==> src/rtl/uart_tx_mmio.sv <==
// Memory-mapped UART transmitter: small TX FIFO, programmable bit period,
// 8N1 framing with back-to-back frames and an idle/empty interrupt level.
module uart_tx_mmio #(
    parameter int          FIFO_DEPTH = 4,
    parameter logic [15:0] DIV_RESET  = 16'd4
) (
    input  logic        clk,
    input  logic        rst,
    input  logic [3:0]  addr,
    input  logic [31:0] wdata,
    input  logic        wr_en,
    input  logic        rd_en,
    output logic [31:0] rdata,
    output logic        tx,
    output logic        irq
);

    localparam int PW = $clog2(FIFO_DEPTH);
    localparam int CW = PW + 1;

    typedef enum logic [1:0] {
        S_IDLE  = 2'd0,
        S_START = 2'd1,
        S_DATA  = 2'd2,
        S_STOP  = 2'd3
    } state_t;

    state_t          r_state;
    state_t          w_state_nx;
    logic [7:0]      r_mem [FIFO_DEPTH];
    logic [PW-1:0]   r_wptr;
    logic [PW-1:0]   r_rptr;
    logic [CW-1:0]   r_count;
    logic [CW-1:0]   w_count_nx;
    logic            r_ovf;
    logic [15:0]     r_div;
    logic [15:0]     r_period;
    logic [15:0]     r_cnt;
    logic [2:0]      r_bit;
    logic [7:0]      r_shift;
    logic            r_tx;
    logic            r_irq;

    logic            w_sel_txdata;
    logic            w_sel_status;
    logic            w_sel_div;
    logic            w_full;
    logic            w_empty;
    logic            w_busy;
    logic            w_bit_end;
    logic            w_pop;
    logic            w_push;
    logic            w_ovf_set;
    logic            w_ovf_clr;
    logic [4:0]      w_count5;
    logic            w_unused_bits;

    assign w_sel_txdata  = wr_en && (addr[3:2] == 2'd0);
    assign w_sel_status  = wr_en && (addr[3:2] == 2'd1);
    assign w_sel_div     = wr_en && (addr[3:2] == 2'd2);
    assign w_full        = (r_count == CW'(FIFO_DEPTH));
    assign w_empty       = (r_count == CW'(0));
    assign w_busy        = (r_state != S_IDLE);
    assign w_bit_end     = (r_cnt == (r_period - 16'd1));
    assign w_count5      = 5'(r_count);
    assign w_unused_bits = ^{addr[1:0], wdata[31:16]};

    // A push into a full FIFO is still accepted when the head leaves on the same edge.
    assign w_push     = w_sel_txdata && (!w_full || w_pop);
    assign w_ovf_set  = w_sel_txdata && w_full && !w_pop;
    assign w_ovf_clr  = w_sel_status && wdata[3];
    assign w_count_nx = r_count + CW'(w_push) - CW'(w_pop);

    // Next-state logic; the FIFO head is popped on every edge that enters START.
    always_comb begin
        w_state_nx = r_state;
        w_pop      = 1'b0;
        case (r_state)
            S_IDLE: begin
                if (!w_empty) begin
                    w_state_nx = S_START;
                    w_pop      = 1'b1;
                end else begin
                    w_state_nx = S_IDLE;
                end
            end
            S_START: begin
                if (w_bit_end) begin
                    w_state_nx = S_DATA;
                end else begin
                    w_state_nx = S_START;
                end
            end
            S_DATA: begin
                if (w_bit_end && (r_bit == 3'd7)) begin
                    w_state_nx = S_STOP;
                end else begin
                    w_state_nx = S_DATA;
                end
            end
            S_STOP: begin
                if (w_bit_end) begin
                    if (!w_empty) begin
                        w_state_nx = S_START;
                        w_pop      = 1'b1;
                    end else begin
                        w_state_nx = S_IDLE;
                    end
                end else begin
                    w_state_nx = S_STOP;
                end
            end
            default: begin
                w_state_nx = S_IDLE;
                w_pop      = 1'b0;
            end
        endcase
    end

    // FSM state register.
    always_ff @(posedge clk or negedge rst) begin
        if (!rst) begin
            r_state <= S_IDLE;
        end else begin
            r_state <= w_state_nx;
        end
    end

    // FIFO, control registers, bit timing and registered line/interrupt outputs.
    always_ff @(posedge clk or negedge rst) begin
        if (!rst) begin
            for (int i = 0; i < FIFO_DEPTH; i++) begin
                r_mem[i] <= 8'd0;
            end
            r_wptr   <= '0;
            r_rptr   <= '0;
            r_count  <= '0;
            r_ovf    <= 1'b0;
            r_div    <= DIV_RESET;
            r_period <= DIV_RESET;
            r_cnt    <= 16'd0;
            r_bit    <= 3'd0;
            r_shift  <= 8'd0;
            r_tx     <= 1'b1;
            r_irq    <= 1'b1;
        end else begin
            if (w_push) begin
                r_mem[r_wptr] <= wdata[7:0];
                r_wptr        <= r_wptr + PW'(1);
            end
            if (w_pop) begin
                r_rptr <= r_rptr + PW'(1);
            end
            r_count <= w_count_nx;

            if (w_ovf_set) begin
                r_ovf <= 1'b1;
            end else if (w_ovf_clr) begin
                r_ovf <= 1'b0;
            end

            if (w_sel_div) begin
                r_div <= (wdata[15:0] == 16'd0) ? 16'd1 : wdata[15:0];
            end

            // The bit period is frozen per frame so divisor writes only affect later frames.
            if (w_pop) begin
                r_period <= r_div;
                r_shift  <= r_mem[r_rptr];
                r_cnt    <= 16'd0;
                r_bit    <= 3'd0;
                r_tx     <= 1'b0;
            end else if (w_busy) begin
                if (w_bit_end) begin
                    r_cnt <= 16'd0;
                    case (r_state)
                        S_START: r_tx <= r_shift[0];
                        S_DATA: begin
                            if (r_bit == 3'd7) begin
                                r_tx <= 1'b1;
                            end else begin
                                r_bit   <= r_bit + 3'd1;
                                r_shift <= r_shift >> 1;
                                r_tx    <= r_shift[1];
                            end
                        end
                        S_STOP:  r_tx <= 1'b1;
                        default: r_tx <= 1'b1;
                    endcase
                end else begin
                    r_cnt <= r_cnt + 16'd1;
                end
            end

            r_irq <= (w_state_nx == S_IDLE) && (w_count_nx == CW'(0));
        end
    end

    // Load data decode; zero whenever no load is in progress.
    always_comb begin
        rdata = 32'd0;
        if (rd_en) begin
            case (addr[3:2])
                2'd1:    rdata = {23'd0, w_count5, r_ovf, w_empty, w_full, w_busy};
                2'd2:    rdata = {16'd0, r_div};
                default: rdata = 32'd0;
            endcase
        end else begin
            rdata = 32'd0;
        end
    end

    assign tx  = r_tx;
    assign irq = r_irq;

endmodule

==> config.mk <==
export PLATFORM = sky130hd
export DESIGN_NAME = uart_tx_mmio
export DESIGN_NICKNAME = d
export VERILOG_FILES = /design/src/rtl/uart_tx_mmio.sv
export SDC_FILE = /design/constraint.sdc
export NUM_CORES = 1
export LEC_CHECK = 0
export BUFFER_PORTS_ARGS = -buffer_cell sky130_fd_sc_hd__buf_2
export CAP_MARGIN = 20
export CELL_PAD_IN_SITES_DETAIL_PLACEMENT = 2
export CELL_PAD_IN_SITES_GLOBAL_PLACEMENT = 2
export CORE_MARGIN = 2
export CORE_UTILIZATION = 40
export CTS_CLUSTER_SIZE = 8
export DETAILED_ROUTE_END_ITERATION = 7
export PLACE_DENSITY = 0.95
export SYNTH_ARGS = -nofsm -noshare
export SYNTH_HDL_FRONTEND = slang
export SYNTH_SLANG_ARGS = --single-unit
==> constraint.sdc <==
create_clock -name clk -period 7.15 [get_ports clk]
set_input_delay 0 -clock clk [delete_from_list [all_inputs] [get_ports clk]]
set_output_delay 0 -clock clk [all_outputs]
set_load 0.02 [all_outputs]
==> load_flow_metrics.sql, run 1 <==
INSERT INTO impl_metrics (metric_group, metric, value, unit) VALUES
('outcome', 'status', 'finished, final reports clean', ''),
('logic_synthesis', 'synth-edff-count', '0', ''),
('sta', 'max_slew_violation_count', '0', ''),
('setup_path', 'required', '7.40', 'ns'),
('finish', 'post_route_cells_drive_above_1_share', '22.2', '%'),
('sta', 'timing.setup.tns', '0', 'ns'),
('logic_synthesis', 'seq_cells_post_synth', '103', ''),
('logic_synthesis', 'synth_sequential_area_ratio', '45.3', '%'),
('sta', 'fmax', '0.204', 'GHz'),
('logic_synthesis', 'post_synth_xor_area_fraction', '4.72', '%'),
('pwr', 'ir_worst_vdd', '0.191', 'mV'),
('clocking', 'cts_num_sinks', '103', ''),
('grt', 'gr-total-overflow', '0', ''),
('setup_path', 'critPathKind', 'reg -> reg', ''),
('setup_path', 'critical_path.max_fanout', '13', ''),
('clocking', 'cts_root_buffer', 'sky130_fd_sc_hd__clkbuf_16', ''),
('logic_synthesis', 'synth.area.mux_share', '15.0', '%'),
('sta', 'max_slew.worst_pin.slew', '1.02', 'ns'),
('sta', 'final-setup-viol-count', '0', ''),
('logic_synthesis', 'synth_top_family_by_area', 'simple AND/OR/NAND/NOR gates', ''),
('finish', 'nNetsFinal', '637', ''),
('logic_synthesis', 'synth-adder-area-share', '4.30', '%'),
('grt', 'grt_pass1_vias', '4860', ''),
('job', 'maxCapViolCount', '0', ''),
('sta', 'post-route-min-period', '4.91', 'ns'),
('die', 'core.rowCount', '43', ''),
('logic_synthesis', 'synthDistinctLibCells', '59', ''),
('clocking', 'tritoncts.num_buffers', '9', ''),
('place', 'portBuffers', '39', ''),
('die', 'floorplan.initialDensity', '41.1', '%'),
('die', 'die_ar', '15200', 'sq um'),
('logic_synthesis', 'synthFlopType', 'sky130_fd_sc_hd__dfrtp_1', ''),
('finish', 'antenna_cells', '0', ''),
('place', 'dpl.hpwl', '11.9', 'mm'),
('clocking', 'cts.clk_slew.worst_paths', '0.08', 'ns'),
('logic_synthesis', 'synth-compound-area-share', '8.34', '%'),
('drt', 'firstDrtPassIters', '4', ''),
('logic_synthesis', 'synthesis.instances', '534', ''),
('drt', 'vias_per_cell', '5.61', ''),
('drt', 'vias', '4274', ''),
('die', 'vertical_die_dimension', '123', 'um'),
('worst_hold_path', 'min-delay-path-class', 'in -> reg', ''),
('clocking', 'cts.hold.buffers_added', '17', ''),
('logic_synthesis', 'asyncSetResetFlopFracSynth', '100', '%'),
('place', 'place_congestion', '0.886', ''),
('die', 'top_level_ports', '74', ''),
('drt', 'antenna_left', '0', ''),
('clocking', 'tritoncts', 'done', ''),
('clocking', 'post_cts_resize_count', '0', ''),
('sta', 'max-slew-margin-rel', '31.8', '%'),
('pwr', 'cellLeakagePower', '2.99', 'nW'),
('logic_synthesis', 'syn-cell-area', '5700', 'sq um'),
('setup_path', 'cp_endpoint_kind', 'flip-flop', ''),
('drt', 'remaining_drc_errors', '0', ''),
('setup_path', 'cp.arrival', '5.16', 'ns'),
('clocking', 'worstSkewPairLatency', '0.36', 'ns'),
('setup_path', 'crit_path_start_kind', 'flip-flop', ''),
('sta', 'timing.clock.skew', '0.0143', 'ns'),
('drt', 'initialDrtViolationCount', '203', ''),
('grt', 'grt_first_pass_wirelength', '28.0', 'mm'),
('sta', 'min_period_over_period', '68.7', '%'),
('grt', 'initial_antenna_violation_count', '0', ''),
('drt', 'routed_length_per_instance', '22.7', 'um'),
('pwr', 'power.density', '395', 'nW/um^2'),
('logic_synthesis', 'synth-warning-count', '0', ''),
('grt', 'grt_use_total', '24.6', '%'),
('place', 'placement.setup.worst_slack', '2.22', 'ns'),
('die', 'core_area', '13900', 'sq um'),
('clocking', 'post_cts_buffers', '0', ''),
('finish', 'area.growth.synth_to_final', '13.0', '%'),
('logic_synthesis', 'syn_area_per_cell', '10.7', 'sq um'),
('clocking', 'htree_levels', '3', ''),
('logic_synthesis', 'synth_simple_gate_area_share', '16.6', '%'),
('sta', 'rsz0062_at_grt', 'false', ''),
('finish', 'post-route-util', '46.4', '%'),
('finish', 'final.fill_count', '1402', ''),
('sta', 'timing.final.ws_setup', '2.24', 'ns'),
('clocking', 'clock_path_buffers', '2', ''),
('grt', 'grt_start_max_net_pins', '80', ''),
('sta', 'hold_viol_final', '0', ''),
('die', 'floorplan.die.width', '123', 'um'),
('drt', 'route.final.wire_length', '17.3', 'mm');
==> cells by family after synthesis <==
group | count (synthesis)
AOI/OAI and AO/OA | 72
DFF | 103
adders and majority gates | 19
muxes | 69
xor gates and xnor gates | 29
other | 1
and+or+nand+nor | 179
buffers and inverters | 62
==> critical path, cell delays in order (launching register included) <==
cell and delay, ns:
sky130_fd_sc_hd__dfrtp_1 0.44, sky130_fd_sc_hd__inv_1 0.13, sky130_fd_sc_hd__ha_1 0.26, sky130_fd_sc_hd__nor4b_1 0.58, sky130_fd_sc_hd__a32oi_1 0.25, sky130_fd_sc_hd__a31o_2 0.26
sky130_fd_sc_hd__nor4_1 0.18, sky130_fd_sc_hd__and4_1 0.56, sky130_fd_sc_hd__a31o_2 0.44, sky130_fd_sc_hd__nand2_2 0.15, sky130_fd_sc_hd__ha_1 0.31, sky130_fd_sc_hd__inv_1 0.05
sky130_fd_sc_hd__ha_1 0.13, sky130_fd_sc_hd__inv_1 0.05, sky130_fd_sc_hd__fa_1 0.37, sky130_fd_sc_hd__xnor2_1 0.15, sky130_fd_sc_hd__xnor2_1 0.17, sky130_fd_sc_hd__nor4_1 0.32
==> cell type report <==
class                      count  area, sq um  area share, %
inverter                      22         82.6           1.28
sequential                   103         2580           40.1
tap                          180          225           3.49
multi-input combinational    384         2850           44.2
timing repair buffer          58          383           5.94
clock inverter                 4         77.6           1.20
clock buffer                  11          243           3.77
==> report_power, final <==
group	switching (mW)	total, mW	internal [mW]
sequential	0.250	1.05	0.795
combinational	0.506	0.946	0.440
clock	0.236	0.553	0.317
total	0.993	2.55	1.55
==> cells in the mapped netlist (all sizes together), types with 2 or more instances <==
library cell | count | area, sq um
nand2b | 2 | 12.5
or3 | 7 | 43.8
o211ai | 3 | 22.5
mux2 | 50 | 563
a32oi | 2 | 17.5
a21o | 2 | 15.0
inv | 22 | 82.6
a22oi | 7 | 52.6
nor2 | 32 | 120
and2 | 3 | 18.8
nand2 | 68 | 258
nand4 | 8 | 50.1
a31o | 2 | 17.5
clkbuf | 10 | 37.5
nor3b | 3 | 22.5
nand3 | 12 | 110
o21ai | 23 | 115
nor4 | 9 | 71.3
a2bb2oi | 2 | 17.5
nor3 | 6 | 35.0
a22o | 2 | 17.5
and4 | 3 | 26.3
a41oi | 3 | 26.3
mux2i | 11 | 110
dfrtp | 99 | 2480
xor2 | 9 | 78.8
mux4 | 8 | 180
buf | 30 | 204
dfstp | 4 | 105
a21oi | 10 | 50.1
and3 | 16 | 100
a31oi | 7 | 43.8
xnor2 | 19 | 166
ha | 18 | 225
nand3b | 2 | 15.0
a211oi | 4 | 30.0
or4 | 4 | 33.8
==> per-stage QoR <==
step,cells,total power [mW],instance area (sq um),hold WS [ns]
2_1_floorplan,549,1.68,5760,-0.296
3_3_place_gp,730,1.85,5950,-0.0772
3_5_place_dp,730,1.97,5950,-0.0700
4_1_cts,762,2.54,6440,0.0287
5_1_grt,762,2.70,6440,0.0483
6_report,762,2.55,6440,0.0621
==> state kept, by name, summed over array words and instances (netlist names) <==
register	flops
r_period	16
r_count	3
r_rptr	2
r_ovf	1
r_wptr	2
r_shift	8
r_bit	3
tx	1
r_div	16
r_mem	32
irq	1
r_state	2
r_cnt	16
==> final timing paths <==
path / start / end / slack (ns) / cells after the start
worst max-delay path: r_period[0] / irq / 2.24 / 17
worst min-delay path: wdata[7] / r_mem[15] / 0.06 / 2
worst max register to register: r_period[0] / irq / 2.24 / 17
worst min register to register: r_div[2] / r_period[2] / 0.48 / 2
max in group asynchronous: rst / r_wptr[0] / 5.73 / 3
min in group asynchronous: rst / r_cnt[13] / 0.08 / 2
==> layout by cell type (no fill, tap or decap), types with 5 or more instances in the layout <==
master                          netlist  routed
sky130_fd_sc_hd__a21oi_1             10      10
sky130_fd_sc_hd__a22oi_1              7       7
sky130_fd_sc_hd__a31oi_1              7       7
sky130_fd_sc_hd__and3_1              16      16
sky130_fd_sc_hd__buf_2                7      38
sky130_fd_sc_hd__clkbuf_16            0       9
sky130_fd_sc_hd__conb_1               1      16
sky130_fd_sc_hd__dfrtp_1             99      99
sky130_fd_sc_hd__dlygate4sd3_1        0      17
sky130_fd_sc_hd__ha_1                18      18
sky130_fd_sc_hd__inv_1               22      22
sky130_fd_sc_hd__mux2_2              49      49
sky130_fd_sc_hd__mux2i_1             11      11
sky130_fd_sc_hd__mux4_2               8       8
sky130_fd_sc_hd__nand2_1             67      67
sky130_fd_sc_hd__nand3_1              8       8
sky130_fd_sc_hd__nand4_1              8       8
sky130_fd_sc_hd__nor2_1              32      32
sky130_fd_sc_hd__nor3_1               5       5
sky130_fd_sc_hd__nor4_1               8       8
sky130_fd_sc_hd__o21ai_0             22      22
sky130_fd_sc_hd__or3_1                7       7
sky130_fd_sc_hd__xnor2_1             19      19
sky130_fd_sc_hd__xor2_1               9       9
==> metal layers <==
metal | routed length [um] | vias up | global-route usage, %
met4 | 418 | 0 | 7.67
met5 | 0 | - | 0
li1 | - | 1943 | -
met2 | 9420 | 46 | 44.4
met3 | 285 | 23 | 3.74
met1 | 7210 | 2262 | 30.0
No activity file was read; power rests on OpenSTA's default activity.
==> run 2: changes to the inputs <==
--- a/config.mk
+++ b/config.mk
@@ -10,10 +10,10 @@
 export CELL_PAD_IN_SITES_DETAIL_PLACEMENT = 2
 export CELL_PAD_IN_SITES_GLOBAL_PLACEMENT = 2
 export CORE_MARGIN = 2
-export CORE_UTILIZATION = 40
+export CORE_UTILIZATION = 34
 export CTS_CLUSTER_SIZE = 8
 export DETAILED_ROUTE_END_ITERATION = 7
-export PLACE_DENSITY = 0.95
+export PLACE_DENSITY = 0.87
 export SYNTH_ARGS = -nofsm -noshare
 export SYNTH_HDL_FRONTEND = slang
 export SYNTH_SLANG_ARGS = --single-unit
==> constraint.sdc (replaced) <==
create_clock -name clk -period 4.4 [get_ports clk]
set_input_delay 0 -clock clk [delete_from_list [all_inputs] [get_ports clk]]
set_output_delay 0 -clock clk [all_outputs]
set_load 0.02 [all_outputs]
==> load_flow_metrics.sql, run 2 (synthesized netlist as in run 1, its figures left out) <==
INSERT INTO impl_metrics (metric_group, metric, value, unit) VALUES
('grt', 'gr-total-overflow', '0', ''),
('finish', 'layout.cells.most_common_list', 'sky130_fd_sc_hd__dfrtp_1, sky130_fd_sc_hd__nand2_1, sky130_fd_sc_hd__mux2_2, sky130_fd_sc_hd__buf_2, sky130_fd_sc_hd__nor2_1', ''),
('die', 'floorplan.initialDensity', '34.6', '%'),
('sta', 'max_slew.worst_pin.slew', '0.805', 'ns'),
('grt', 'grt_start_max_net_pins', '59', ''),
('setup_path', 'crit_path_start_kind', 'flip-flop', ''),
('sta', 'final-setup-viol-count', '0', ''),
('sta', 'post-route-min-period', '4.15', 'ns'),
('pwr', 'pwr-share-comb', '38.0', '%'),
('pwr', 'power.density', '630', 'nW/um^2'),
('grt', 'grt_use_total', '20.4', '%'),
('grt', 'grt.met2_usage', '37.9', '%'),
('finish', 'antenna_cells', '0', ''),
('sta', 'timing.hold.ws', '0.00345', 'ns'),
('place', 'place_congestion', '0.839', ''),
('pwr', 'p_int', '2.50', 'mW'),
('sta', 'min_period_over_period', '94.2', '%'),
('finish', 'post-route-util', '39.6', '%'),
('finish', 'largest_register_by_flop_count', 'r_mem', ''),
('grt', 'initial_antenna_violation_count', '0', ''),
('clocking', 'cts_root_buffer', 'sky130_fd_sc_hd__clkbuf_16', ''),
('drt', 'remaining_drc_errors', '0', ''),
('job', 'maxCapViolCount', '0', ''),
('grt', 'grt_first_pass_wirelength', '27.8', 'mm'),
('clocking', 'cts_num_sinks', '103', ''),
('die', 'die_ar', '17800', 'sq um'),
('die', 'top_level_ports', '74', ''),
('pwr', 'ir_worst_vdd', '0.279', 'mV'),
('drt', 'vias_per_cell', '5.33', ''),
('finish', 'area.growth.synth_to_final', '14.3', '%'),
('place', 'dpl.hpwl', '12.0', 'mm'),
('finish', 'seq_area', '2580', 'sq um'),
('sta', 'timing.clock.skew', '0.00696', 'ns'),
('grt', 'grt.busiest_layer', 'met2', ''),
('grt', 'gr-usage-met1', '23.6', '%'),
('drt', 'initialDrtViolationCount', '178', ''),
('sta', 'max-slew-margin-rel', '46.2', '%'),
('outcome', 'status', 'finished, final reports clean', ''),
('clocking', 'tritoncts', 'done', ''),
('place', 'portBuffers', '39', ''),
('finish', 'post_layout_nonfiller_instances', '805', ''),
('setup_path', 'critPathKind', 'reg -> reg', ''),
('sta', 'rsz0062_at_grt', 'false', ''),
('finish', 'final.fill_count', '1765', ''),
('clocking', 'htree_levels', '3', ''),
('pwr', 'cellLeakagePower', '3.00', 'nW'),
('clocking', 'tritoncts.num_buffers', '9', ''),
('drt', 'route.final.wire_length', '17.2', 'mm'),
('setup_path', 'critical_path.max_fanout', '6', ''),
('setup_path', 'setup.reg_to_reg.worst_slack', '0.25', 'ns'),
('drt', 'firstDrtPassIters', '5', ''),
('finish', 'nNetsFinal', '639', ''),
('finish', 'leading_cell_type_in_the_layout_fill_and_taps_excluded', 'sky130_fd_sc_hd__dfrtp_1', ''),
('setup_path', 'cp_endpoint_kind', 'flip-flop', ''),
('finish', 'multi_input_combinational_cell_area', '2880', 'sq um'),
('die', 'core_area', '16500', 'sq um'),
('setup_path', 'cp.arrival', '4.40', 'ns'),
('drt', 'routed_length_per_instance', '21.3', 'um'),
('clocking', 'clock_path_buffers', '2', ''),
('place', 'place_area', '6030', 'sq um'),
('drt', 'antenna_left', '0', ''),
('pwr', 'switching_power', '1.61', 'mW'),
('pwr', 'report.power.total', '4.10', 'mW'),
('place', 'dp.cells', '774', ''),
('pwr', 'power_switching_share', '39.1', '%'),
('sta', 'fmax', '0.241', 'GHz'),
('sta', 'timing.setup.tns', '0', 'ns'),
('die', 'floorplan.die.width', '134', 'um'),
('setup_path', 'required', '4.66', 'ns'),
('pwr', 'power.share.clock', '20.9', '%'),
('grt', 'grt_pass1_vias', '4835', ''),
('place', 'placement.setup.worst_slack', '0.132', 'ns'),
('worst_hold_path', 'min-delay-path-class', 'in -> reg', ''),
('finish', 'largest_reg_flops', '32', ''),
('sta', 'timing.final.ws_setup', '0.254', 'ns'),
('sta', 'max_slew_violation_count', '0', ''),
('pwr', 'pwr-share-seq', '41.1', '%'),
('finish', 'final_design_area_no_fill', '6520', 'sq um'),
('finish', 'post_route_cells_drive_above_1_share', '23.6', '%'),
('die', 'core.rowCount', '47', ''),
('die', 'vertical_die_dimension', '134', 'um'),
('grt', 'global_route.usage.met3', '2.66', '%'),
('clocking', 'worstSkewPairLatency', '0.37', 'ns'),
('drt', 'vias', '4294', ''),
('clocking', 'cts.clk_slew.worst_paths', '0.07', 'ns'),
('sta', 'hold_viol_final', '0', '');
run 2: layout make-up:
| type | count | share of cell area (%) |
|---|---|---|
| sequential | 103 | 39.6 |
| clock inverter | 5 | 0.979 |
| timing repair buffer | 60 | 6.03 |
| multi-input combinational | 384 | 44.2 |
| clock buffer | 11 | 3.72 |
| inverter | 22 | 1.27 |
| tap | 220 | 4.22 |
run 2: metal layers:
metal / vias up / wire [um]
met5: - / 0
met2: 61 / 9380
met3: 24 / 344
met1: 2266 / 7010
li1: 1943 / -
met4: 0 / 422
run 2: power groups by stage:
| stage | logic (mW) | clock network, mW | registers, mW |
|---|---|---|---|
| after CTS | 1.53 | 0.876 | 1.68 |
| final | 1.56 | 0.857 | 1.69 |
| after global routing | 1.72 | 0.906 | 1.74 |
| after global placement | 1.38 | 0 | 1.64 |
| after floorplan | 1.22 | 0 | 1.50 |
| after detailed placement | 1.50 | 0 | 1.69 |
run 2: timing repair:
item / CTS / global route
endpoints found under the setup margin: 0 / 2
setup buffers: 0 / 0
hold buffers: 15 / 0
hold endpoints to repair: 91 / 0
resized for setup: 0 / 5
run 2: worst paths after layout:
path / from / end / depth (start not counted)
setup / recovery: r_period[0] / irq / 17
hold / removal: wdata[3] / r_mem[19] / 2
setup reg to reg: r_period[0] / irq / 17
hold reg to reg: r_div[2] / r_period[2] / 2
max in group asynchronous: rst / r_mem[19] / 3
min in group asynchronous: rst / r_cnt[11] / 2
run 2: worst max-delay path: stages, from the launching register on:
cell and delay, ns:
sky130_fd_sc_hd__dfrtp_1 0.43, sky130_fd_sc_hd__inv_1 0.13, sky130_fd_sc_hd__ha_2 0.25, sky130_fd_sc_hd__or4b_4 0.52
sky130_fd_sc_hd__nand2_1 0.11, sky130_fd_sc_hd__nand4_1 0.17, sky130_fd_sc_hd__a2111oi_4 0.37, sky130_fd_sc_hd__and4_4 0.28
sky130_fd_sc_hd__a31o_2 0.20, sky130_fd_sc_hd__nand2_2 0.09, sky130_fd_sc_hd__ha_1 0.30, sky130_fd_sc_hd__inv_1 0.07
sky130_fd_sc_hd__ha_1 0.15, sky130_fd_sc_hd__inv_1 0.06, sky130_fd_sc_hd__fa_1 0.37, sky130_fd_sc_hd__xnor2_1 0.14
sky130_fd_sc_hd__xnor2_1 0.15, sky130_fd_sc_hd__nor4_1 0.23
